### src/rtl/cd_seg7_pkg.sv
// rtl/cd_seg7_pkg.sv - shared glyph constants and scan state type for the 7-seg scan controller
//
// Purpose : single home for the hex glyph table and the scan FSM state encoding.
// Contents: SEG_0..SEG_F  7-bit glyphs {a,b,c,d,e,f,g}, bit6 = a, active-high
//           SEG_OFF       all segments dark
//           scan_state_e  ST_BLANK (anti-ghost gap) / ST_SHOW (digit driven)

package cd_seg7_pkg;

    localparam logic [6:0] SEG_0   = 7'b1111110;
    localparam logic [6:0] SEG_1   = 7'b0110000;
    localparam logic [6:0] SEG_2   = 7'b1101101;
    localparam logic [6:0] SEG_3   = 7'b1111001;
    localparam logic [6:0] SEG_4   = 7'b0110011;
    localparam logic [6:0] SEG_5   = 7'b1011011;
    localparam logic [6:0] SEG_6   = 7'b1011111;
    localparam logic [6:0] SEG_7   = 7'b1110000;
    localparam logic [6:0] SEG_8   = 7'b1111111;
    localparam logic [6:0] SEG_9   = 7'b1111011;
    localparam logic [6:0] SEG_A   = 7'b1110111;
    localparam logic [6:0] SEG_B   = 7'b0011111;
    localparam logic [6:0] SEG_C   = 7'b1001110;
    localparam logic [6:0] SEG_D   = 7'b0111101;
    localparam logic [6:0] SEG_E   = 7'b1001111;
    localparam logic [6:0] SEG_F   = 7'b1000111;
    localparam logic [6:0] SEG_OFF = 7'b0000000;

    typedef enum logic {
        ST_BLANK = 1'b0,
        ST_SHOW  = 1'b1
    } scan_state_e;

endpackage

### src/rtl/cd_hex7seg_dec.sv
// rtl/cd_hex7seg_dec.sv - combinational 4-bit hex to 7-segment glyph decoder
//
// Purpose: one shared decoder; the scan controller feeds it the nibble of the
//          digit currently being scanned.
// Ports  : nib_i  [3:0]  hex value 0..F
//          seg_o  [6:0]  glyph {a,b,c,d,e,f,g}, bit6 = a, active-high

module cd_hex7seg_dec
    import cd_seg7_pkg::*;
(
    input  logic [3:0] nib_i,
    output logic [6:0] seg_o
);

    always_comb begin
        seg_o = SEG_OFF;
        case (nib_i)
            4'h0: seg_o = SEG_0;
            4'h1: seg_o = SEG_1;
            4'h2: seg_o = SEG_2;
            4'h3: seg_o = SEG_3;
            4'h4: seg_o = SEG_4;
            4'h5: seg_o = SEG_5;
            4'h6: seg_o = SEG_6;
            4'h7: seg_o = SEG_7;
            4'h8: seg_o = SEG_8;
            4'h9: seg_o = SEG_9;
            4'hA: seg_o = SEG_A;
            4'hB: seg_o = SEG_B;
            4'hC: seg_o = SEG_C;
            4'hD: seg_o = SEG_D;
            4'hE: seg_o = SEG_E;
            4'hF: seg_o = SEG_F;
            default: seg_o = SEG_OFF;
        endcase
    end

endmodule

### src/rtl/cd_seg7_scan_ctrl.sv
// rtl/cd_seg7_scan_ctrl.sv - time-multiplexed N-digit 7-segment scan controller
//
// Purpose: scans N_DIGITS digits one at a time through a single shared decoder.
//          Each digit slot is REFRESH_DIV cycles: BLANK_CYCLES with every anode
//          off (anti-ghosting), then the digit is driven. New values are staged
//          in a pending register and copied to the displayed (shadow) register
//          only at the frame boundary, so a frame never mixes old and new digits.
// Ports  : clk        system clock, rising edge
//          rst_n      asynchronous reset, active-low
//          load_i     1-cycle strobe capturing digits_i/dp_i
//          digits_i   nibble k = digit k (digit 0 least significant)
//          dp_i       decimal point per digit, 1 = lit
//          en_i       per-digit enable, live; 0 keeps the anode off
//          lzb_i      leading-zero blanking enable, live
//          an_o       anode select, one-hot, polarity per AN_ACTIVE_LOW
//          seg_o      segments {a..g}, bit6 = a, active-high
//          dp_o       decimal point, active-high
//          frame_o    pulse aligned with the last output cycle of digit N_DIGITS-1

module cd_seg7_scan_ctrl
    import cd_seg7_pkg::*;
#(
    parameter int N_DIGITS      = 4,
    parameter int REFRESH_DIV   = 100000,
    parameter int BLANK_CYCLES  = 16,
    parameter bit AN_ACTIVE_LOW = 1'b1
) (
    input  logic                    clk,
    input  logic                    rst_n,
    input  logic                    load_i,
    input  logic [4*N_DIGITS-1:0]   digits_i,
    input  logic [N_DIGITS-1:0]     dp_i,
    input  logic [N_DIGITS-1:0]     en_i,
    input  logic                    lzb_i,
    output logic [N_DIGITS-1:0]     an_o,
    output logic [6:0]              seg_o,
    output logic                    dp_o,
    output logic                    frame_o
);

    localparam int CNT_W = $clog2(REFRESH_DIV);
    localparam int IDX_W = (N_DIGITS > 1) ? $clog2(N_DIGITS) : 1;

    localparam logic [CNT_W-1:0]    CNT_LAST       = CNT_W'(REFRESH_DIV - 1);
    localparam logic [CNT_W-1:0]    CNT_BLANK_LAST = CNT_W'(BLANK_CYCLES - 1);
    localparam logic [IDX_W-1:0]    IDX_LAST       = IDX_W'(N_DIGITS - 1);
    // Inactive anode level; XOR with a one-hot yields the active pattern
    // for either polarity.
    localparam logic [N_DIGITS-1:0] AN_OFF         = {N_DIGITS{AN_ACTIVE_LOW}};

    // ---------------------------------------------------------------
    // State
    // ---------------------------------------------------------------
    scan_state_e               st_q, st_d;
    logic [CNT_W-1:0]          cnt_q, cnt_d;
    logic [IDX_W-1:0]          idx_q, idx_d;

    logic [4*N_DIGITS-1:0]     pend_q, pend_d;
    logic [N_DIGITS-1:0]       pend_dp_q, pend_dp_d;
    logic                      pend_v_q, pend_v_d;
    logic [4*N_DIGITS-1:0]     shd_q, shd_d;
    logic [N_DIGITS-1:0]       shd_dp_q, shd_dp_d;

    logic [N_DIGITS-1:0]       an_q, an_d;
    logic [6:0]                seg_q, seg_d;
    logic                      dp_q, dp_d;
    logic                      frame_q, frame_d;

    logic                      slot_end;
    logic                      frame_end;

    assign slot_end  = (cnt_q == CNT_LAST);
    assign frame_end = slot_end && (idx_q == IDX_LAST);

    always_ff @(posedge clk or negedge rst_n) begin
        if (!rst_n) begin
            st_q      <= ST_BLANK;
            cnt_q     <= '0;
            idx_q     <= '0;
            pend_q    <= '0;
            pend_dp_q <= '0;
            pend_v_q  <= 1'b0;
            shd_q     <= '0;
            shd_dp_q  <= '0;
            an_q      <= AN_OFF;
            seg_q     <= SEG_OFF;
            dp_q      <= 1'b0;
            frame_q   <= 1'b0;
        end else begin
            st_q      <= st_d;
            cnt_q     <= cnt_d;
            idx_q     <= idx_d;
            pend_q    <= pend_d;
            pend_dp_q <= pend_dp_d;
            pend_v_q  <= pend_v_d;
            shd_q     <= shd_d;
            shd_dp_q  <= shd_dp_d;
            an_q      <= an_d;
            seg_q     <= seg_d;
            dp_q      <= dp_d;
            frame_q   <= frame_d;
        end
    end

    // ---------------------------------------------------------------
    // Scan FSM: slot counter and digit index
    // ---------------------------------------------------------------
    always_comb begin
        st_d  = st_q;
        cnt_d = cnt_q + 1'b1;
        idx_d = idx_q;
        case (st_q)
            ST_BLANK: begin
                if (cnt_q == CNT_BLANK_LAST) begin
                    st_d = ST_SHOW;
                end
            end
            ST_SHOW: begin
                if (slot_end) begin
                    st_d  = ST_BLANK;
                    cnt_d = '0;
                    idx_d = (idx_q == IDX_LAST) ? '0 : idx_q + 1'b1;
                end
            end
        endcase
    end

    // ---------------------------------------------------------------
    // Pending / shadow registers
    // A load on the boundary cycle itself bypasses pending so it lands in
    // the very next frame instead of waiting a whole extra frame.
    // ---------------------------------------------------------------
    always_comb begin
        pend_d    = pend_q;
        pend_dp_d = pend_dp_q;
        pend_v_d  = pend_v_q;
        shd_d     = shd_q;
        shd_dp_d  = shd_dp_q;
        if (frame_end) begin
            if (load_i) begin
                shd_d    = digits_i;
                shd_dp_d = dp_i;
                pend_v_d = 1'b0;
            end else if (pend_v_q) begin
                shd_d    = pend_q;
                shd_dp_d = pend_dp_q;
                pend_v_d = 1'b0;
            end
        end else if (load_i) begin
            pend_d    = digits_i;
            pend_dp_d = dp_i;
            pend_v_d  = 1'b1;
        end
    end

    // ---------------------------------------------------------------
    // Leading-zero blanking: walk down from the top digit; a digit is
    // blanked while every nibble from it upward is zero. Digit 0 is never
    // considered, so a value of zero still shows a single '0'.
    // ---------------------------------------------------------------
    logic [N_DIGITS-1:0] blank_vec;
    logic                zero_run;

    always_comb begin
        blank_vec = '0;
        zero_run  = lzb_i;
        for (int k = N_DIGITS - 1; k >= 1; k--) begin
            zero_run     = zero_run && (shd_q[4*k +: 4] == 4'h0);
            blank_vec[k] = zero_run;
        end
    end

    // ---------------------------------------------------------------
    // Shared decoder and registered outputs
    // ---------------------------------------------------------------
    logic [3:0]          cur_nib;
    logic [6:0]          dec_seg;
    logic [N_DIGITS-1:0] onehot;
    logic                drive;

    assign cur_nib = shd_q[4*int'(idx_q) +: 4];
    assign onehot  = {{(N_DIGITS-1){1'b0}}, 1'b1} << idx_q;
    assign drive   = (st_q == ST_SHOW) && en_i[idx_q] && !blank_vec[idx_q];

    cd_hex7seg_dec u_dec (
        .nib_i (cur_nib),
        .seg_o (dec_seg)
    );

    always_comb begin
        an_d    = AN_OFF;
        seg_d   = SEG_OFF;
        dp_d    = 1'b0;
        frame_d = frame_end;
        if (drive) begin
            an_d  = AN_OFF ^ onehot;
            seg_d = dec_seg;
            dp_d  = shd_dp_q[idx_q];
        end
    end

    assign an_o    = an_q;
    assign seg_o   = seg_q;
    assign dp_o    = dp_q;
    assign frame_o = frame_q;

endmodule

### config.mk
export PLATFORM = sky130hd
export DESIGN_NAME = cd_seg7_scan_ctrl
export DESIGN_NICKNAME = d
export VERILOG_FILES = /design/src/rtl/cd_seg7_pkg.sv /design/src/rtl/cd_hex7seg_dec.sv /design/src/rtl/cd_seg7_scan_ctrl.sv
export SDC_FILE = /design/constraint.sdc
export NUM_CORES = 1
export LEC_CHECK = 0
export ABC_AREA = 0
export CORE_MARGIN = 4
export CORE_UTILIZATION = 61
export DETAILED_ROUTE_END_ITERATION = 16
export GPL_TIMING_DRIVEN = 0
export PLACE_DENSITY = 0.85
export RECOVER_POWER = 100
export SYNTH_ARGS = -nofsm -noshare
export SYNTH_HDL_FRONTEND = slang
export SYNTH_SLANG_ARGS = --single-unit
### constraint.sdc
create_clock -name clk -period 3.8 [get_ports clk]
set_input_delay 0.76 -clock clk [delete_from_list [all_inputs] [get_ports clk]]
set_output_delay 0.76 -clock clk [all_outputs]
set_load 0.005 [all_outputs]
==> results of run 1 <==
==> layout make-up <==
class                           count  area, um2
Buffer                             19        106
Sequential cell                    74       1860
Fill cell                         474       1760
Tap cell                           77       96.3
Timing Repair Buffer               40        395
Clock inverter                      4       72.6
Inverter                            6       22.5
Clock buffer                       12        165
Multi-Input combinational cell    295       1870
==> how the worst min path moves through the flow <==
stage,to,slack (ns),cells past startpoint
6_report,cnt_q[0],0.47,1
2_1_floorplan,cnt_q[0],0.43,1
3_5_place_dp,cnt_q[0],0.46,1
3_3_place_gp,cnt_q[0],0.45,1
4_1_cts,cnt_q[0],0.47,1
5_1_grt,cnt_q[0],0.50,1
==> registers in the layout, summed over array words and instances (netlist names), 2 cells and up <==
register / count
seg_o: 7
pend_q: 16
pend_dp_q: 4
an_o: 4
shd_dp_q: 4
cnt_q: 17
idx_q: 2
shd_q: 16
==> cell families (layout without fill, tap and decap cells) <==
logic type	Yosys count	after routing
buf+inv	25	81
xor+xnor	18	18
flops	74	74
simple gates	191	191
mux	33	33
fa+ha+maj	11	11
compound gates	42	42
==> synthesized netlist by cell type, drive strengths merged (3+ instances only) <==
master	number	area share, %
mux4	6	3.4
nand4	6	0.94
xnor2	7	1.5
mux2	21	7.8
mux2i	6	1.8
a21oi	19	2.4
and4	5	1.2
inv	6	0.56
dfrtp	70	44
nand2	26	2.5
a31oi	3	0.47
and2	5	0.82
ha	11	3.4
nand3	5	0.75
dfstp	4	2.6
nor2	108	10
a221oi	3	0.66
clkbuf	8	1.0
o21ai	7	0.88
nor3	23	2.9
xor2	11	2.4
buf	11	2.6
==> worst max-delay path, cell delays in order, from the launching register on <==
cell and delay [ns]:
dfrtp_1 0.49, clkbuf_1 0.44, mux4_2 0.66, ha_1 0.27, or3b_2 0.48, a31oi_1 0.24, o21a_1 0.16
==> stage by stage <==
stage / utilization [%] / std cells / power (mW)
3_5_place_dp: 70.6 / 511 / 1.09
2_1_floorplan: - / 394 / 0.993
3_3_place_gp: 70.7 / 511 / 1.08
6_report: 72.3 / 527 / 1.76
5_1_grt: 72.3 / 527 / 1.83
4_1_cts: 74.4 / 527 / 1.80
==> power by group through the flow <==
stage	clock, mW	combinational, mW	sequential, mW
after detailed placement	0	0.207	0.886
after global placement	0	0.201	0.883
final	0.709	0.181	0.871
after CTS	0.723	0.210	0.871
after floorplan	0	0.119	0.875
after global routing	0.754	0.201	0.876
==> metal layers <==
metal / vias to the layer above / share of wire (%) / wire [um] / global-route usage, %
met5: - / 0 / 0 / 0
met4: 0 / 4.1 / 355 / 13.3
met2: 120 / 48 / 4200 / 38.5
li1: 1459 / - / - / -
met3: 32 / 5.8 / 507 / 5.31
met1: 1515 / 42 / 3620 / 31.0
==> impl_metrics.yaml, run 1 <==
clock_network:
  cts_resized: 0
  postCtsSetupBuffers: 0
  numClockSinks: 74
  clk_pin_slew_ns: 0.07
  cts_tree: "done"
  cts_root_buf: "clkbuf_8"
  insertion_delay_ns: 0.34
  clk_path_buf_depth: 2
  numCtsBuffers: 9
  htree_levels: 3
  hold_buffers: 0
sta:
  post-route-min-period_ns: 2.81
  slew_headroom_pct: -18.5
  max_freq_mhz: 356
  setup_slack_ns: 0.987
  fin_hold_ws_ns: 0.468
  hold_violations: 0
  worstMarginPinSlew_ns: 1.78
  fin_tns_setup_ns: 0
  slew_violations: 75
  finalCritPeriodShare_pct: 74.0
  final.setup_skew_ns: 0.00858
  setup_viol: 0
  grt_setup_unrepaired: "false"
setup_path:
  endpoint: "seg_o[6]"
  rrSetupSlack_ns: 0.99
  cp.required_ns: 4.08
  startpoint_type: "flip-flop"
  reg2reg_depth: 6
  path_max_fanout: 10
  critPathKind: "flip-flop to flip-flop"
  critPathLaunch: "idx_q[0]"
  timing.rr.end: "seg_o[6]"
  worstSetupEndpointType: "flip-flop"
  cp.arrival_ns: 3.09
  rr_startpoint: "idx_q[0]"
power:
  seqPwrFrac_pct: 49.4
  p_leak_nw: 1.99
  internal_power_mw: 1.35
  power_frac_clock_pct: 40.3
  p_sw_mw: 0.409
  ir_drop_mv: 0.286
  power_frac_comb_pct: 10.3
  p_sw_share_pct: 23.2
  power_density_mw_per_mm2: 384
cells_and_area:
  fin_area_mm2: 0.00459
  area_delta_synth_final_pct: 15.0
  drive_gt1_share_pct: 9.78
  layout.nets: 484
  mostFrequentLayoutCells: "108 x nor2_1, 70 x dfrtp_1, 25 x nand2_1, 25 x clkdlybuf4s50_1, 23 x nor3_1"
  n_antenna_cell: 0
  final_common_cell: "nor2_1"
routing:
  viasPerCell: 5.93
  dr.pass1.iters: 5
  drt-total-wl_um: 8680
  route.detailed.drc: 0
  num_vias: 3126
  antenna_left: 0
  initialDrtViolationCount: 165
  wl_per_cell_um: 16.5
worst_hold_path:
  hp-start: "cnt_q[0]"
  hold_class: "flip-flop to flip-flop"
placed_design:
  dp_hpwl_um: 6240
  placedInstanceArea_mm2: 0.00448
  place.gp.congestion: 0.984
  port_buffers: 40
  dp_slack_ns: 1.31
logic_synthesis:
  syn_nets: 433
  seq_area_frac_synth_pct: 46.5
  synth_compound_area_share_pct: 6.65
  syn_area_per_cell_um2: 10.1
  synth_warnings: 0
  synthCells: 394
  yosys_most_used_dff: "dfrtp_1"
  async_reset_ff_share_pct: 100
  synthAdderAreaFrac_pct: 3.45
  synth_top_family_by_area: "simple AND/OR/NAND/NOR gates"
  synthMuxAreaShare_pct: 13.0
  netlist_area_mm2: 0.00399
  synthDistinctLibCells: 52
  ys_ff_latch: 74
  synth-xor-area-share_pct: 3.95
  synth_edf_count: 0
  yosys.area_share.simple_pct: 22.2
global_route:
  grt_usage_pct: 24.3
  gr-total-overflow: 0
  grt_pass1_vias: 3110
  antenna_found_initial: 0
  grt_pass1_wl_um: 14600
  grt_max_degree: 75
floorplanning:
  die_y_um: 88.9
  coreArea_mm2: 0.00635
  die_w_um: 88.9
  rows: 29
  die_area_mm2: 0.00790
  start_util_pct: 62.8
  ios: 41
outcome:
  status: "complete, but fails checks"
  violations: "capacitance limit, slew limit"
job:
  cap_viol_max_count: 1
No activity file was read; power rests on OpenSTA's default activity.
==> inputs of run 2 (changes only) <==
--- a/config.mk
+++ b/config.mk
@@ -7,10 +7,10 @@
 export LEC_CHECK = 0
 export ABC_AREA = 0
 export CORE_MARGIN = 4
-export CORE_UTILIZATION = 61
+export CORE_UTILIZATION = 51
 export DETAILED_ROUTE_END_ITERATION = 16
 export GPL_TIMING_DRIVEN = 0
-export PLACE_DENSITY = 0.85
+export PLACE_DENSITY = 0.76
 export RECOVER_POWER = 100
 export SYNTH_ARGS = -nofsm -noshare
 export SYNTH_HDL_FRONTEND = slang
==> constraint.sdc (replaced) <==
create_clock -name clk -period 2.5 [get_ports clk]
set_input_delay 0.5 -clock clk [delete_from_list [all_inputs] [get_ports clk]]
set_output_delay 0.5 -clock clk [all_outputs]
set_load 0.005 [all_outputs]
==> impl_metrics.yaml, run 2 (same netlist as run 1, synthesis figures left out) <==
outcome:
  status: "completed"
cells_and_area:
  mostFrequentLayoutCells: "108 x nor2_1, 69 x dfrtp_1, 26 x clkdlybuf4s50_1"
  drive_gt1_share_pct: 13.9
  fillers: 593
  biggestRegsByFlops: "cnt_q (17), pend_q (16), shd_q (16)"
  regArea_mm2: 0.00186
  instances_no_fill: 551
  fin_area_mm2: 0.00463
  layout.nets: 486
  largest_reg_flops: 17
  n_antenna_cell: 0
  multi_input_area_mm2: 0.00193
  top_register: "cnt_q"
  final_common_cell: "nor2_1"
  area_delta_synth_final_pct: 16.0
global_route:
  grt_pass1_wl_um: 14600
  grt_usage_pct: 20.6
  antenna_found_initial: 0
  grt_pass1_vias: 3001
  gr-total-overflow: 0
  grt_max_degree: 39
worst_hold_path:
  hold_class: "input port to asynchronous set/reset pin"
routing:
  viasPerCell: 5.58
  drt-total-wl_um: 8770
  route.detailed.drc: 0
  num_vias: 3072
  initialDrtViolationCount: 218
  wl_per_cell_um: 15.9
  antenna_left: 0
  dr.pass1.iters: 5
sta:
  max_freq_mhz: 415
  hold_violations: 0
  setup_viol: 0
  slew_headroom_pct: 38.1
  post-route-min-period_ns: 2.41
  finalCritPeriodShare_pct: 96.4
  slew_violations: 0
  grt_setup_unrepaired: "false"
  fin_hold_ws_ns: 0.269
  worstMarginPinSlew_ns: 0.928
  setup_slack_ns: 0.0889
  final.setup_skew_ns: 0.0106
placed_design:
  dp_hpwl_um: 6260
  dp_slack_ns: 0.0446
  placedInstanceArea_mm2: 0.00453
  port_buffers: 40
  place_inst: 534
  place.gp.congestion: 0.929
setup_path:
  cp.required_ns: 2.73
  slowest_stage: "nor4_1"
  worstSetupEndpointType: "flip-flop"
  cp_top_family: "simple AND/OR/NAND/NOR gates"
  critPathKind: "flip-flop to flip-flop"
  path_max_fanout: 10
  cp.buffers_inverters: 1
  worstPathCellList: "nor4_1 > nor4b_1 > and4_4 > a21bo_4 > clkbuf_4 > mux2_1"
  critPathMaxStageDelay_ns: 0.43
  rrSetupSlack_ns: 0.09
  startpoint_type: "flip-flop"
  cp.arrival_ns: 2.64
floorplanning:
  start_util_pct: 53.9
  die_w_um: 96.5
  die_y_um: 96.5
  coreArea_mm2: 0.00741
  die_area_mm2: 0.00930
  rows: 31
  ios: 41
power:
  p_sw_mw: 0.631
  power_density_mw_per_mm2: 524
  power_frac_clock_pct: 32.9
  seqPwrFrac_pct: 54.5
  ir_drop_mv: 0.273
  p_sw_share_pct: 26.0
  p_leak_nw: 2.03
  power_frac_comb_pct: 12.5
  internal_power_mw: 1.79
clock_network:
  cts_root_buf: "clkbuf_8"
  hold_buffers: 0
  numCtsBuffers: 9
  clk_path_buf_depth: 2
  clk_pin_slew_ns: 0.08
  htree_levels: 3
  numClockSinks: 74
  cts_tree: "done"
  insertion_delay_ns: 0.35
job:
  cap_viol_max_count: 0
## run 2: changes by cell type in the layout (fill, tap and decap cells not counted), sizes merged
cell / previous run / this run
bufinv: 2 / 0
buf: 5 / 6
clkinv: 1 / 4
clkdlybuf4s50: 25 / 26
dlygate4sd3: 14 / 13
## run 2: power by group through the flow
| stage | registers, mW | clock network, mW | logic, mW |
|---|---|---|---|
| 5_1_grt | 1.33 | 0.874 | 0.334 |
| 2_1_floorplan | 1.33 | 0 | 0.181 |
| 3_5_place_dp | 1.34 | 0 | 0.321 |
| 4_1_cts | 1.32 | 0.814 | 0.323 |
| 6_report | 1.32 | 0.798 | 0.304 |
| 3_3_place_gp | 1.34 | 0 | 0.306 |
## run 2: final timing paths
check                           startpoint   endpoint  depth (start not counted)
worst max-delay path             cnt_q[12]  pend_q[2]                          6
worst min-delay path                 rst_n   cnt_q[9]                          1
worst max register to register   cnt_q[12]  pend_q[2]                          6
worst min register to register    cnt_q[0]   cnt_q[0]                          1
max in group asynchronous            rst_n  shd_q[11]                          2
min in group clk                  cnt_q[0]   cnt_q[0]                          1
## run 2: metrics by stage
stage	power [mW]	setup TNS (ns)	utilization, %
5_1_grt	2.54	0	62.5
2_1_floorplan	1.51	0	-
3_5_place_dp	1.67	0	61.2
4_1_cts	2.46	0	63.4
3_3_place_gp	1.65	-116.28	60.9
6_report	2.42	0	62.5
## run 2: area by class of cell
type,count,area share (%)
Inverter,6,0.487
Sequential cell,74,40.2
Clock buffer,11,2.84
Multi-Input combinational cell,295,41.8
Tap cell,99,2.68
Clock inverter,5,0.676
Buffer,19,2.57
Timing Repair Buffer,42,8.82
## run 2: routing by layer
metal  share of wire, %  routed length, um  GRT usage (%)
met3                5.9                519           4.96
met1                 45               3920           28.1
met4                2.4                207           8.18
met2                 47               4120           31.8
met5                  0                  0              0
## run 2: what timing repair did
| item | CTS | global route |
|---|---|---|
| hold endpoints to repair | 0 | 0 |
| buffers inserted | 0 | 1 |
| endpoints found under the setup margin | 0 | 1 |
| gates resized for setup | 0 | 3 |
==> inputs of run 3 (changes only) <==
--- a/config.mk
+++ b/config.mk
@@ -8,6 +8,7 @@
 export ABC_AREA = 0
 export CORE_MARGIN = 4
 export CORE_UTILIZATION = 51
+export CTS_CLUSTER_SIZE = 16
 export DETAILED_ROUTE_END_ITERATION = 16
 export GPL_TIMING_DRIVEN = 0
 export PLACE_DENSITY = 0.76
==> constraint.sdc (replaced) <==
create_clock -name clk -period 2.03 [get_ports clk]
set_input_delay 0.406 -clock clk [delete_from_list [all_inputs] [get_ports clk]]
set_output_delay 0.406 -clock clk [all_outputs]
set_load 0.005 [all_outputs]
==> impl_metrics.yaml, run 3 (same netlist as run 1, synthesis figures left out) <==
global_route:
  antenna_found_initial: 0
  gr-total-overflow: 0
  grt_pass1_wl_um: 15200
  grt_usage_pct: 21.8
  grt_max_degree: 58
  grt_pass1_vias: 3143
setup_path:
  rr_startpoint: "cnt_q[12]"
  cp_top_family: "simple AND/OR/NAND/NOR gates"
  cp.arrival_ns: 2.33
  worstPathCellList: "nor4_4 > nor4b_4 > and4_4 > a21bo_4 > buf_12 > mux2_4"
  rrSetupSlack_ns: -0.06
  cp.buffers_inverters: 1
  worstSetupEndpointType: "flip-flop"
  cp.depth: 6
  startpoint_type: "flip-flop"
  critPathLaunch: "cnt_q[12]"
  slowest_stage: "dfrtp_2"
  cp.required_ns: 2.27
  path_max_fanout: 10
  critPathMaxStageDelay_ns: 0.43
  timing.rr.end: "pend_q[11]"
  critPathKind: "flip-flop to flip-flop"
  reg2reg_depth: 6
  endpoint: "pend_q[11]"
power:
  p_leak_nw: 2.27
  p_total_mw: 3.14
  power_density_mw_per_mm2: 616
  ir_drop_mv: 0.434
cells_and_area:
  final_common_cell: "nor2_1"
  top_register: "cnt_q"
  largest_reg_flops: 17
  layout.nets: 505
  n_antenna_cell: 0
  instances_no_fill: 570
  drive_gt1_share_pct: 26.1
  area_delta_synth_final_pct: 27.7
  mostFrequentLayoutCells: "96 x nor2_1, 67 x dfrtp_1, 33 x clkdlybuf4s50_1"
  biggestRegsByFlops: "cnt_q (17), pend_q (16), shd_q (16)"
  fin_area_mm2: 0.00510
sta:
  grt_setup_unrepaired: "true"
  hold_violations: 0
  slew_violations: 0
  setup_slack_ns: -0.0620
  finalCritPeriodShare_pct: 103
  post-route-min-period_ns: 2.09
  slew_headroom_pct: 30.6
  max_freq_mhz: 478
  setup_viol: 23
  final.setup_skew_ns: 0.0124
  worstMarginPinSlew_ns: 1.04
floorplanning:
  coreArea_mm2: 0.00741
  ios: 41
  die_area_mm2: 0.00930
  start_util_pct: 53.9
  rows: 31
  die_w_um: 96.5
  die_y_um: 96.5
clock_network:
  htree_levels: 3
  insertion_delay_ns: 0.36
  cts_root_buf: "clkbuf_8"
  numCtsBuffers: 9
  clk_pin_slew_ns: 0.08
  numClockSinks: 74
  cts_tree: "done"
  clk_path_buf_depth: 2
placed_design:
  placedInstanceArea_mm2: 0.00456
  place_inst: 534
  place.gp.congestion: 0.884
  dp_hpwl_um: 6220
  port_buffers: 40
outcome:
  violations: "setup timing"
  status: "complete, but fails checks"
worst_hold_path:
  hold_class: "flip-flop to flip-flop"
routing:
  wl_per_cell_um: 17.1
  viasPerCell: 5.62
  antenna_left: 0
  initialDrtViolationCount: 223
  num_vias: 3203
  drt-total-wl_um: 9740
  route.detailed.drc: 0
  dr.pass1.iters: 4
job:
  cap_viol_max_count: 0
[run 3: report_power, final]
group / switching, mW / internal (mW) / total [mW]
registers: 0.0720 / 1.56 / 1.63
clock network: 0.579 / 0.509 / 1.09
logic: 0.180 / 0.238 / 0.418
total: 0.831 / 2.31 / 3.14
[run 3: stage by stage]
| stage | utilization, % | worst slack (ns) | hold slack, ns | TNS (ns) |
|---|---|---|---|---|
| floorplan | - | 0.00343 | 0.110 | 0 |
| global placement | 61.2 | -2.28 | 0.450 | -146.36 |
| detailed placement | 61.5 | -0.253 | 0.306 | -3.16 |
| CTS | 66.2 | -0.0272 | 0.458 | -0.0406 |
| global route | 68.8 | -0.142 | 0.519 | -7.51 |
| finish | 68.8 | -0.0620 | 0.478 | -0.934 |
[run 3: worst register-to-register path, delay by kind of cell, from the launching register on]
kind | cells | cell delay, ns
AND/OR/NAND/NOR | 3 | 0.86
flip-flops | 1 | 0.43
multiplexers | 1 | 0.31
AO/OA/AOI/OAI | 1 | 0.20
buffers and inverters | 1 | 0.17
[run 3: what timing repair did]
action	CTS	global route
setup endpoints to repair	33	46
resized for setup	15	33
hold buffers	1	0
pin swaps	4	20
endpoints found under the hold margin	17	0
buffers inserted	14	3
cloned	0	4
[run 3: routing by layer]
metal	routed length (um)	up-vias	GRT usage (%)
li1	-	1518	-
met1	4110	1559	29.2
met5	0	-	0
met3	578	18	3.18
met2	4780	108	34.3
met4	263	0	11.7
[run 3: worst min-delay path by stage]
stage	from	to	slack, ns	depth (start not counted)
final	cnt_q[0]	cnt_q[0]	0.48	1
after global placement	cnt_q[0]	cnt_q[0]	0.45	1
after CTS	rst_n	shd_q[2]	0.46	2
after global routing	cnt_q[0]	cnt_q[0]	0.52	1
after floorplan	rst_n	cnt_q[0]	0.11	0
after detailed placement	rst_n	shd_q[2]	0.31	1
[run 3: layout make-up]
| cell class | count | area [um2] |
|---|---|---|
| fillers | 547 | 2310 |
| clock buffers | 12 | 155 |
| flip-flops and latches | 74 | 1860 |
| well taps | 99 | 124 |
| clock inverters | 4 | 26.3 |
| inverters | 6 | 25.0 |
| repair buffers | 62 | 622 |
| plain buffers | 17 | 175 |
| multi-input cells | 296 | 2110 |
